===== config.mk =====
export PLATFORM = sky130hd
export DESIGN_NAME = bus_arbiter
export DESIGN_NICKNAME = d
export VERILOG_FILES = /design/src/rtl/bus_arb_pkg.sv /design/src/rtl/arb_pri_sel.sv /design/src/rtl/bus_arbiter.sv
export SDC_FILE = /design/constraint.sdc
export NUM_CORES = 1
export LEC_CHECK = 0
export ABC_CLOCK_PERIOD_IN_PS = 1600
export CAP_MARGIN = 10
export CORE_MARGIN = 2
export CORE_UTILIZATION = 41
export CTS_CLUSTER_SIZE = 16
export DETAILED_ROUTE_END_ITERATION = 16
export GPL_TIMING_DRIVEN = 0
export PLACE_DENSITY = 0.76
export SYNTH_ARGS = -nofsm -noshare
export SYNTH_HDL_FRONTEND = slang
export SYNTH_SLANG_ARGS = --single-unit

===== constraint.sdc =====
create_clock -name clk -period 1.6 [get_ports clk]
set_clock_uncertainty 0.05 [all_clocks]
set_input_delay 0.32 -clock clk [delete_from_list [all_inputs] [get_ports clk]]
set_output_delay 0.32 -clock clk [all_outputs]
set_load 0.05 [all_outputs]

===== src/rtl/bus_arb_pkg.sv =====
// Shared definitions for the fixed-priority bus arbiter: FSM state encoding,
// the widest supported requester count and the default ownership limit.
package bus_arb_pkg;

    typedef enum logic [1:0] {
        IDLE = 2'd0,
        OWN  = 2'd1,
        TURN = 2'd2
    } arb_state_t;

    localparam int N_REQ_MAX          = 8;
    localparam int TIMEOUT_CYCLES_DEF = 255;

endpackage


===== src/rtl/arb_pri_sel.sv =====
// Combinational masked fixed-priority selector: picks the lowest-index request
// whose mask bit is clear and reports it as one-hot, binary index and a valid flag.
module arb_pri_sel #(
    parameter int N_REQ = 8
) (
    input  logic [N_REQ-1:0]         req,
    input  logic [N_REQ-1:0]         mask,
    output logic [N_REQ-1:0]         onehot,
    output logic [$clog2(N_REQ)-1:0] index,
    output logic                     any
);

    localparam int IDW = $clog2(N_REQ);

    // Scan from the highest index down so the lowest eligible index is written last and wins.
    always_comb begin
        onehot = '0;
        index  = '0;
        any    = 1'b0;
        for (int i = N_REQ - 1; i >= 0; i--) begin
            if (req[i] && !mask[i]) begin
                onehot    = '0;
                onehot[i] = 1'b1;
                index     = IDW'(i);
                any       = 1'b1;
            end
        end
    end

endmodule


===== src/rtl/bus_arbiter.sv =====
// Fixed-priority bus arbiter with a registered one-hot grant that is held until
// the owner releases its request. Every hand-over passes through one idle
// turnaround cycle. Defining ARB_TIMEOUT_EN adds an ownership cycle limit that
// forces a revoke, pulses timeout and locks the offender out until it drops req.
module bus_arbiter
    import bus_arb_pkg::*;
#(
    parameter int N_REQ          = 8,
    parameter int TIMEOUT_CYCLES = TIMEOUT_CYCLES_DEF
) (
    input  logic                     clk,
    input  logic                     rst,
    input  logic [N_REQ-1:0]         req,
    output logic [N_REQ-1:0]         grant,
    output logic [$clog2(N_REQ)-1:0] owner_id,
    output logic                     bus_busy,
    output logic                     timeout
);

    localparam int IDW = $clog2(N_REQ);

    arb_state_t         state;
    logic [N_REQ-1:0]   sel_mask;
    logic [N_REQ-1:0]   sel_onehot;
    logic [IDW-1:0]     sel_index;
    logic               sel_any;
    logic               owner_req;

    // The current owner is still requesting when its own req bit is high.
    assign owner_req = |(req & grant);

`ifdef ARB_TIMEOUT_EN
    localparam int CNT_W = $clog2(TIMEOUT_CYCLES + 1);

    logic [CNT_W-1:0]   own_cnt;
    logic [N_REQ-1:0]   lockout_mask;

    assign sel_mask = lockout_mask;
`else
    assign sel_mask = '0;
`endif

    arb_pri_sel #(
        .N_REQ (N_REQ)
    ) u_sel (
        .req    (req),
        .mask   (sel_mask),
        .onehot (sel_onehot),
        .index  (sel_index),
        .any    (sel_any)
    );

    // Arbitration FSM with registered grant, owner index, busy flag and timeout pulse.
    always_ff @(posedge clk) begin
        if (rst) begin
            state    <= IDLE;
            grant    <= '0;
            owner_id <= '0;
            bus_busy <= 1'b0;
            timeout  <= 1'b0;
`ifdef ARB_TIMEOUT_EN
            own_cnt      <= '0;
            lockout_mask <= '0;
`endif
        end else begin
            timeout <= 1'b0;
`ifdef ARB_TIMEOUT_EN
            lockout_mask <= lockout_mask & req;
`endif
            case (state)
                IDLE, TURN: begin
                    if (sel_any) begin
                        state    <= OWN;
                        grant    <= sel_onehot;
                        owner_id <= sel_index;
                        bus_busy <= 1'b1;
`ifdef ARB_TIMEOUT_EN
                        own_cnt  <= '0;
`endif
                    end else begin
                        state    <= IDLE;
                        grant    <= '0;
                        owner_id <= '0;
                        bus_busy <= 1'b0;
                    end
                end
                OWN: begin
                    if (!owner_req) begin
                        state    <= TURN;
                        grant    <= '0;
                        owner_id <= '0;
                        bus_busy <= 1'b0;
                    end
`ifdef ARB_TIMEOUT_EN
                    else if (own_cnt == CNT_W'(TIMEOUT_CYCLES - 1)) begin
                        state        <= TURN;
                        grant        <= '0;
                        owner_id     <= '0;
                        bus_busy     <= 1'b0;
                        timeout      <= 1'b1;
                        lockout_mask <= (lockout_mask & req) | grant;
                    end else begin
                        own_cnt <= own_cnt + CNT_W'(1);
                    end
`endif
                end
                default: begin
                    state    <= IDLE;
                    grant    <= '0;
                    owner_id <= '0;
                    bus_busy <= 1'b0;
                end
            endcase
        end
    end

endmodule


* Yosys cells after proc, flatten, opt, wreduce, memory -nomap -nowiden
Cells that the tools add are included.
W data, S select, Z words.
** Word-level totals
- Flip-flop bits (word level) :: 14
- Bits in latches :: 0
- Bits in writable memories :: 0
- Bits in read-only memories :: 0
- Input port bits :: 10
- Output and inout port bits :: 13
- Logic and storage cells :: 47
- Memories kept :: 0
** Operators by class
- Add/sub/neg operators :: 0
- Multipliers :: 0
- Divide/modulo/power cells :: 0
- $lt $le $gt $ge :: 0
- Equal/unequal tests :: 3
- Shift-type cells :: 0
- Muxes and demuxes :: 36
- Bitwise gates (word level) :: 1
- Reduce and logical (&&, ||, !) cells :: 3
** Operators by type and width (count)
- $mux W8 :: 10
- $mux W3 :: 10
- $pmux W8 S2 :: 1
- $mux W1 :: 11
- $and A8 B8 Y8 :: 1
- $reduce_or A8 Y1 :: 1
- $pmux W3 S2 :: 1
- $pmux W2 S2 :: 1
- $eq A2 B1 Y1 const B :: 1
- $eq A2 B2 Y1 const B :: 1
- $logic_not A2 Y1 :: 1
- $mux W2 :: 1
- $ne A2 B2 Y1 const B :: 1
- $pmux W1 S2 :: 1
- $reduce_or A2 Y1 :: 1

* Longest topological paths before layout
Gate-level depths: netlist (run 1).
- Depth after elaboration :: 10
- Gate-level depth with buffers :: 4
- Depth with buffers taken out :: 4

* Cells and area by module
From an unflattened synthesis (run 1), not the netlist that was laid out.
** Second synthesis, totals
- Cell total of the unflattened synthesis :: 69
- Area total of the unflattened synthesis :: 720.7 um2
** By module, submodules not included
- bus_arbiter :: instances 1, cells an instance 38, area an instance 466.7 um2, sequential area each 260.2 um2
- arb_pri_sel :: instances 1, cells an instance 31, area an instance 254.0 um2, sequential area each 0.0 um2

* Worst setup path before layout (run 1)
No wires, ideal clock.
- Path type :: reg2reg
- Start point :: register state[0]
- End point :: register owner_id[0]
- Setup time :: 0.072 ns
- Arrival time :: 1.478 ns
- Required time :: 1.478 ns
- Slack :: 0.000 ns
- Cell stages (with the launch flop) :: 5
- Buffers on the path :: 0
- Clock period less this slack :: 1.600 ns
- Cell sequence :: dfxtp_1 -> nand2b_1 -> a41oi_1 -> nand2_1 -> a21oi_1
** On the way
- Longest elaborated chain between the ends :: 3
- Elaborated cells between the ends (all ways) :: 6
- Those cells by class :: 3 x eq/ne; 1 x mux; 2 x reduce/logical
** RTL lines
- start, declared :: RTL line bus_arbiter.sv:22 : arb_state_t state;
- start signal, assigned :: RTL line bus_arbiter.sv:56 : state <= IDLE;
- start signal, assigned :: RTL line bus_arbiter.sv:73 : state <= OWN;
- start signal, assigned :: RTL line bus_arbiter.sv:81 : state <= IDLE;
- $eq A2 B2 Y1 or $logic_not A2 Y1 (tied branches) :: RTL line bus_arbiter.sv:70 : case (state)
- $reduce_or A2 Y1 :: RTL line bus_arbiter.sv:70
- $pmux W3 S2 :: RTL line bus_arbiter.sv:70
- end signal, assigned :: RTL line bus_arbiter.sv:75 : owner_id <= sel_index;
- end, declared :: RTL line bus_arbiter.sv:15 : output logic [$clog2(N_REQ)-1:0] owner_id,
Parallel ways exist; a longest one is shown, timed or not.
A chain may end at the register's enable or synchronous reset.

* Final worst setup path (run 1)
- Start point :: register grant[0]
- End point :: output grant[0]
** RTL lines
- start, declared :: RTL line bus_arbiter.sv:14 : output logic [N_REQ-1:0] grant,
- start signal, assigned :: RTL line bus_arbiter.sv:74 : grant <= sel_onehot;
No word-level cell between the ends.

==> results of run 1 <==
-- metal layers --
layer,vias to the layer above,track usage (%),part of all wire [%]
met4,0,11.3,3.5
li1,278,-,-
met5,-,0,0
met3,6,3.02,6.7
met2,24,26.9,47
met1,270,23.6,42
-- cell type report --
type	count	area (um2)
clock buffer	3	22.5
buffer	2	11.3
multi-input combinational	43	348
sequential	13	262
timing repair buffer	22	195
inverter	1	3.75
clock inverter	1	5.00
fill	127	468
tap	15	18.8
-- cells in the final DEF (no fill, tap or decap), drive strengths merged, types with 2 or more instances in the layout --
| cell | n |
|---|---|
| clkdlybuf4s15 | 4 |
| a22oi | 5 |
| a21oi | 3 |
| buf | 4 |
| dlymetal6s2s | 2 |
| dfxtp | 13 |
| dlygate4sd2 | 12 |
| clkbuf | 5 |
| nor2b | 3 |
| nand2 | 3 |
| a32o | 3 |
| a22o | 4 |
| nor4 | 3 |
| nor2 | 8 |
-- where the power goes --
group	switching [mW]	total, mW	internal [mW]
Combinational	0.0855	0.128	0.0427
Clock	0.119	0.211	0.0928
Sequential	0.00948	0.344	0.334
Total	0.214	0.683	0.470
-- state kept, by name (all words and copies together) (netlist names) --
register / count
state: 2
grant: 8
owner_id: 3
-- worst paths after layout --
kind	from	end	slack, ns	cells after the start
worst max register to register	grant[7]	grant[3]	0.20	5
worst max-delay path	grant[0]	grant[0]	0.03	1
worst min-delay path	rst	grant[0]	0.38	2
worst min register to register	owner_id[2]	owner_id[2]	0.40	1
-- kinds of logic (layout without fill, tap and decap cells) --
logic type / count (synthesis) / after routing / share of synthesized area [%]
AOI/OAI and AO/OA: 20 / 20 / 26.1
buffers and inverters: 3 / 29 / 2.53
DFF: 13 / 13 / 43.8
other: 1 / 1 / 0.631
and+or+nand+nor: 22 / 22 / 26.9
-- timing repair --
action | CTS | global route
resized for setup | 23 | 10
buffers inserted | 1 | 1
setup endpoints to repair | 20 | 15
pin swaps | 1 | 1
-- through the flow --
stage	hold WS, ns	setup TNS, ns	area, um2	std cells	utilization (%)
finish	0.383	0	866	100	64.9
global route	0.416	0	866	100	64.9
CTS	0.393	0	848	99	63.6
detailed placement	0.388	-3.31	815	94	61.1
global placement	0.386	-3.10	815	94	61.1
floorplan	0.396	0	596	59	-
==> qor.yml, run 1 <==
status: "complete, no violations"
grt_max_degree: 9
finalSetupViolCount: 0
crit_path_end_kind: "output port"
die-area_mm2: 0.00177
synth_area_um2: 594
grt_pass1_wl_um: 2440
syn_to_final_growth_pct: 45.7
antenna_left: 0
drc: 0
seq_area_frac_synth_pct: 43.8
ios: 23
worstSetupPathType: "flop to output port"
rows: 13
worstPathCellList: "dlygate4sd2_1"
path_buf_inv: 1
path_clk_slew_ns: 0.08
cts_tree: "done"
fin_crit_sh_pct: 98.1
max_freq_ghz: 0.637
yosys_register_bits: 13
critPathRequiredTime_ns: 1.23
maxCapViolCount: 0
yosysMostFrequentCell: "dfxtp_1"
arrival_ns: 1.20
synth_commonest_cells: "dfxtp_1 (13), nor2_1 (8), a22oi_1 (5), a22o_1 (4)"
wl_um: 1450
period_minus_slack_ns: 1.57
grt_usage_pct: 17.9
synth-edff-count: 0
drv_slew: 0
drive_above_1_share_pct: 21.2
setup_slack_ns: 0.0311
pwr_density_cell_mw_per_mm2: 789
power.total_mw: 0.683
avgSynthCellArea_um2: 10.1
vias_per_cell: 5.78
dieWidth_um: 42.1
synth.distinct_cells: 25
core_area_mm2: 0.00133
cp_slowest_cell: "dlygate4sd2_1"
n_antenna_cell: 0
ys_warn_count: 0
slew_headroom_pct: 65.7
critPathTopFamily: "buffers and inverters"
slowest_delay_ns: 0.55
clk_latency_ns: 0.28
hold_path.class: "input port to flop"
syn_inst: 59
synth_top_cell_by_area: "dfxtp_1"
ys_top_cells_by_area: "dfxtp_1 (44%), a22oi_1 (6.3%), a22o_1 (5.9%)"
cts_max_level: 1
cts_buffers: 3
dr_total_vias: 578
gp_congestion: 0.869
dr.pass1.iters: 4
grt-ovfl-total: 0
cts_buffer_depth: 2
grt_antenna_before_repair: 0
port_buffers: 20
worst_pin_slew_ns: 0.510
ys.flop_type: "dfxtp_1"
final_hold_viol_count: 0
synth-async-reset-ratio_pct: 0
rsz0062_at_grt: "false"
cp_max_fo: 3
wl_per_cell_um: 14.5
irDropWorstVdd_v: 0.000575
syn_nets: 69
place_hpwl_um: 981
clockRootBuffer: "clkbuf_4"
nets: 96
place_ws_ns: -0.324
worst_setup_path_start_kind: "flop"
start_util_pct: 44.6
synth_top_cell_area_share_pct: 43.8
hold_buffers: 0
die_h_um: 42.1
leakage_nw: 0.374
cts_sinks: 13
grt_pass1_vias: 552
drtIter0Drc: 3
No activity file was read; power rests on OpenSTA's default activity.
==> run 2: changes to the inputs <==
Settings changed: CORE_MARGIN 2 to 4, CTS_BUF_LIST from default to sky130_fd_sc_hd__clkbuf_4 sky130_fd_sc_hd__clkbuf_8 sky130_fd_sc_hd__clkbuf_16.
==> run 2 against run 1 <==
Net effect:
- sequential power about the same
- clock-buffer cell count unchanged
- register-to-register slack about the same
- cell area decreased by 3.0%
- routed wire length decreased by 2.9%
- non-clock buffer count unchanged
- hold slack got worse by 0.0032 ns
- core utilization decreased by 2.0 points
- sequential cell count unchanged
- via count decreased by 0.52%
- power decreased by 0.96%
- largest power group unchanged
==> qor.yml, run 2 (same netlist as run 1, synthesis figures left out) <==
grt_antenna_before_repair: 0  # unchanged
cts_sinks: 13  # unchanged
grt_usage_pct: 16.3  # -1.6 points
largest_reg_flops: 8  # unchanged
hold_buffers: 0  # unchanged
ios: 23  # unchanged
rsz0062_at_grt: "false"
place_hpwl_um: 1080  # +10%
core_area_mm2: 0.00133  # unchanged
cts_buffer_depth: 2  # unchanged
hold_path.class: "input port to flop"
n_antenna_cell: 0  # unchanged
reg_top3: "grant (8), owner_id (3), state (2)"
port_buffers: 20  # unchanged
cts_tree: "done"
period_minus_slack_ns: 1.55  # -0.0180 ns
final_common_cell: "dfxtp_1"
die-area_mm2: 0.00212  # +20%
finalSetupViolCount: 0  # unchanged
syn_to_final_growth_pct: 41.3
grt-ovfl-total: 0  # unchanged
worst_pin_slew_ns: 0.510  # -0.000209 ns
grt_pass1_vias: 589  # +6.7%
critPathTopFamily: "buffers and inverters"
place_inst: 94  # unchanged
critPathRequiredTime_ns: 1.23  # about the same
final_hold_viol_count: 0  # unchanged
fin_crit_sh_pct: 96.9  # -1.1 points
fillerInstances: 129  # +1.6%
reg2reg_from: "grant[7]"
dr_total_vias: 575  # -0.52%
path_clk_slew_ns: 0.08  # about the same
hold_path_end: "state[0]"
dieWidth_um: 46.1  # +9.5%
arrival_ns: 1.18  # -0.02 ns
worstSetupPathType: "flop to output port"
slew_headroom_pct: 65.7  # about the same
clk_latency_ns: 0.28  # about the same
nets: 96  # unchanged
rows: 13  # unchanged
start_util_pct: 44.6  # unchanged
dr.pass1.iters: 4  # unchanged
drtIter0Drc: 6  # +3
r2r_slack_ns: 0.21  # about the same
die_h_um: 46.1  # +9.5%
cp_max_fo: 3  # unchanged
gp_congestion: 0.745  # -14%
wl_per_cell_um: 14.1  # -2.9%
grt_pass1_wl_um: 2420  # -0.57%
grt_max_degree: 9  # unchanged
drc: 0  # unchanged
crit_path_start: "grant[3]"
ff2ff_path_depth: 5  # unchanged
worstPathCellList: "dlygate4sd2_1"
slowest_delay_ns: 0.54  # about the same
crit_path_end_kind: "output port"
pwr_density_cell_mw_per_mm2: 806  # +2.1%
regMostFlops: "grant"
cts_buffers: 3  # unchanged
cts_max_level: 1  # unchanged
max_freq_ghz: 0.645  # +1.2%
drive_above_1_share_pct: 25.9  # +4.7 points
worstHoldStart: "rst"
worst_setup_path_start_kind: "flop"
fin_cells: 100  # unchanged
status: "complete, no violations"
leakage_nw: 0.368  # -1.6%
antenna_left: 0  # unchanged
setup_tns_ns: 0  # unchanged
clockRootBuffer: "clkbuf_4"
drv_slew: 0  # unchanged
r2r-end: "grant[3]"
cp_slowest_cell: "dlygate4sd2_1"
wl_um: 1410  # -2.9%
maxCapViolCount: 0  # unchanged
vias_per_cell: 5.75  # -0.52%
hold_path_depth: 2  # unchanged
final_cell_mix: "dfxtp_1 (12), dlygate4sd2_1 (10), nor2_1 (8)"
irDropWorstVdd_v: 0.000544  # -5.3%
path_buf_inv: 1  # unchanged
run 2: worst max path at each step:
stage | to | slack (ns) | cells after the start
global placement | grant[3] | -0.31 | 5
CTS | grant[4] | 0.006 | 1
floorplan | grant[2] | 0.06 | 4
detailed placement | grant[3] | -0.34 | 5
finish | grant[3] | 0.05 | 1
global route | grant[3] | 0.009 | 1
run 2: metrics by stage:
stage                     setup WS, ns  hold slack, ns  utilization, %  total power [mW]  cell area (um2)
after floorplan                 0.0625           0.396               -             0.426              596
after CTS                      0.00591           0.381            64.2             0.684              856
after detailed placement        -0.342           0.391            61.1             0.484              815
after global routing           0.00897           0.389            62.9             0.714              840
after global placement          -0.309           0.384            61.1             0.483              815
final                           0.0491           0.380            62.9             0.677              840
run 2: report_power, final:
group          switching, mW  internal (mW)  leakage (nW)  total [mW]
clock                  0.114         0.0929        0.0177       0.207
sequential           0.00970          0.334         0.106       0.344
combinational         0.0831         0.0424         0.244       0.125
total                  0.207          0.469         0.368       0.677
run 2: metal layers:
| layer | vias up | track usage, % | routed length, um |
|---|---|---|---|
| met1 | 271 | 17.4 | 577 |
| met2 | 17 | 26.6 | 690 |
| met4 | 0 | 13.1 | 42 |
| met3 | 4 | 4.30 | 102 |
| met5 | - | 0 | 0 |
| li1 | 283 | - | - |
run 2: area by class of cell:
cell class,count,area [um2],area share [%]
timing repair buffer,22,178,21.2
multi-input combinational,43,339,40.4
buffer,2,11.3,1.34
tap,15,18.8,2.24
inverter,1,3.75,0.447
clock inverter,1,5.00,0.596
sequential,13,262,31.1
clock buffer,3,22.5,2.68
run 2: timing repair:
item                                    CTS  global route
endpoints found under the setup margin   19            16
gates resized for setup                  23            15
pin swaps                                 0             1
setup buffers                             2             0
run 2: worst register-to-register path, delay by kind of cell, from the launching register on:
kind                   cells  cell delay [ns]
buffers and inverters      1             0.16
and+or+nand+nor            2             0.31
DFF                        1             0.33
AOI/OAI and AO/OA          2             0.43
==> run 3: changes to the inputs <==
--- a/config.mk
+++ b/config.mk
@@ -8,3 +8,2 @@
 export ABC_CLOCK_PERIOD_IN_PS = 1600
-export CAP_MARGIN = 10
 export CORE_MARGIN = 4
@@ -14,3 +13,2 @@
 export DETAILED_ROUTE_END_ITERATION = 16
-export GPL_TIMING_DRIVEN = 0
 export PLACE_DENSITY = 0.76
==> constraint.sdc (replaced) <==
create_clock -name clk -period 1.6 [get_ports clk]
set_clock_uncertainty 0.05 [all_clocks]
set_input_delay 0.4 -clock clk [delete_from_list [all_inputs] [get_ports clk]]
set_output_delay 0.4 -clock clk [all_outputs]
set_load 0.05 [all_outputs]
==> run 3 against run 2 <==
Net effect:
- critical path depth rose by 5
- die area stayed put
- sequential power rose by 2%
- hold slack improved by 0.099 ns
- via count grew 10%
- routed wire length is 23% higher
- global-route usage up 3.0 points
- non-clock buffer count up 10
- core utilization grew 17 points
- largest cell class is now non-clock buffers
- sequential cell count unchanged
==> qor.yml, run 3 (same netlist as run 1, synthesis figures left out) <==
seqCellArea_um2: 262  # unchanged
finalSetupViolCount: 0  # unchanged
die-area_mm2: 0.00212  # unchanged
cts_tree: "done"
leakage_nw: 0.437  # +19%
status: "complete, no violations"
multi_input_area_um2: 339  # unchanged
rsz0062_at_grt: "false"
max_freq_ghz: 0.660  # +2.4%
worst_setup_path_start_kind: "input port"
arrival_ns: 1.63  # +0.45 ns
hold_path.class: "flop to flop"
final_hold_viol_count: 0  # unchanged
setup_slack_ns: 0.0848  # +0.0358 ns
dr.pass1.iters: 4  # unchanged
maxCapViolCount: 0  # unchanged
grt_max_degree: 9  # unchanged
drv_slew: 0  # unchanged
fillerInstances: 78  # -40%
syn_to_final_growth_pct: 80.2
crit_path_end_kind: "flop"
path_clk_slew_ns: 0.08  # about the same
antenna_left: 0  # unchanged
gp_congestion: 0.788  # +5.9%
port_buffers: 21  # +5.0%
place_hpwl_um: 1310  # +21%
pwr_density_cell_mw_per_mm2: 690  # -14%
grt-ovfl-total: 0  # unchanged
cp_max_fo: 8  # +5
wl_per_cell_um: 15.8  # +12%
wl_um: 1730  # +23%
drtIter0Drc: 16  # +10
n_antenna_cell: 0  # unchanged
clockRootBuffer: "clkbuf_4"
largest_reg_flops: 8  # unchanged
ios: 23  # unchanged
grt_pass1_vias: 700  # +19%
core_area_mm2: 0.00133  # unchanged
fin_crit_sh_pct: 94.7  # -2.2 points
reg_top3: "grant (8), owner_id (3), state (2)"
place_ws_ns: -0.342  # -0.000709 ns
irDropWorstVdd_v: 0.000365  # -33%
die_h_um: 46.1  # unchanged
setup_tns_ns: 0  # unchanged
nets: 106  # +10%
whs_ns: 0.479  # +0.0987 ns
critPathRequiredTime_ns: 1.72  # +0.49 ns
cts_buffer_depth: 2  # unchanged
regMostFlops: "grant"
drive_above_1_share_pct: 40.0  # +14 points
grt_antenna_before_repair: 0  # unchanged
final_cell_mix: "buf_4 (13), dfxtp_1 (12), buf_12 (12)"
worstSetupPathType: "input port to flop"
start_util_pct: 44.6  # unchanged
dr_total_vias: 634  # +10%
cts_buffers: 3  # unchanged
grt_pass1_wl_um: 3040  # +25%
drc: 0  # unchanged
final_common_cell: "buf_4"
dieWidth_um: 46.1  # unchanged
vias_per_cell: 5.76  # +0.24%
cts_max_level: 1  # unchanged
cts_sinks: 13  # unchanged
fin_cells: 110  # +10%
clk_latency_ns: 0.27  # about the same
place_inst: 105  # +12%
period_minus_slack_ns: 1.52  # -0.0358 ns
rows: 13  # unchanged
grt_usage_pct: 19.3  # +3.0 points
-- run 3: changes by cell type in the layout (fill, tap and decap cells not counted) --
cell,previous run,this run
buf_1,1,0
buf_12,0,12
buf_4,3,13
clkbuf_2,6,0
clkbuf_4,3,4
clkdlybuf4s15_1,2,0
clkdlybuf4s50_1,0,1
clkinv_2,1,0
dlygate4sd2_1,10,8
dlymetal6s2s_1,2,0
-- run 3: final cells by class --
class	count	share of cell area [%]
clock buffer	4	2.80
tap	15	1.75
sequential	13	24.4
multi-input combinational	43	31.7
inverter	1	0.350
timing repair buffer	34	39.0
-- run 3: per-stage QoR --
stage	utilization [%]	total power [mW]	area [um2]
final	80.3	0.739	1070
after global routing	80.3	0.766	1070
after CTS	80.3	0.739	1070
after detailed placement	76.7	0.527	1020
after global placement	76.7	0.525	1020
after floorplan	-	0.426	596
-- run 3: what timing repair did --
item                       CTS  global route
hold buffers                 0             0
setup endpoints to repair    8             0
buffers inserted             1             0
gates resized for setup     12             0
-- run 3: final timing paths --
| kind | endpoint | cells past startpoint | slack, ns | from |
|---|---|---|---|---|
| worst min register to register | owner_id[2] | 1 | 0.48 | owner_id[2] |
| worst max register to register | owner_id[1] | 5 | 0.15 | grant[7] |
| worst max-delay path | owner_id[1] | 6 | 0.08 | req[5] |
| worst min-delay path | owner_id[2] | 1 | 0.48 | owner_id[2] |
-- run 3: metal layers --
layer | routed length [um] | vias to the layer above | track usage [%] | share of wire (%)
li1 | - | 297 | - | -
met1 | 703 | 289 | 23.1 | 41
met2 | 849 | 39 | 32.7 | 49
met3 | 131 | 9 | 3.52 | 7.6
met4 | 48 | 0 | 9.09 | 2.8
met5 | 0 | - | 0 | 0
-- run 3: critical path: stages --
cell and delay, ns:
dlygate4sd2_1 0.29, a22oi_2 0.23, nand4_1 0.14, nor3b_4 0.17, buf_4 0.16, a22o_1 0.23
-- run 3: report_power, final --
group | leakage [nW] | switching, mW | internal [mW] | total [mW]
logic | 0.312 | 0.0890 | 0.0804 | 0.169
clock network | 0.0184 | 0.106 | 0.113 | 0.219
registers | 0.106 | 0.0156 | 0.334 | 0.350
total | 0.437 | 0.211 | 0.528 | 0.739
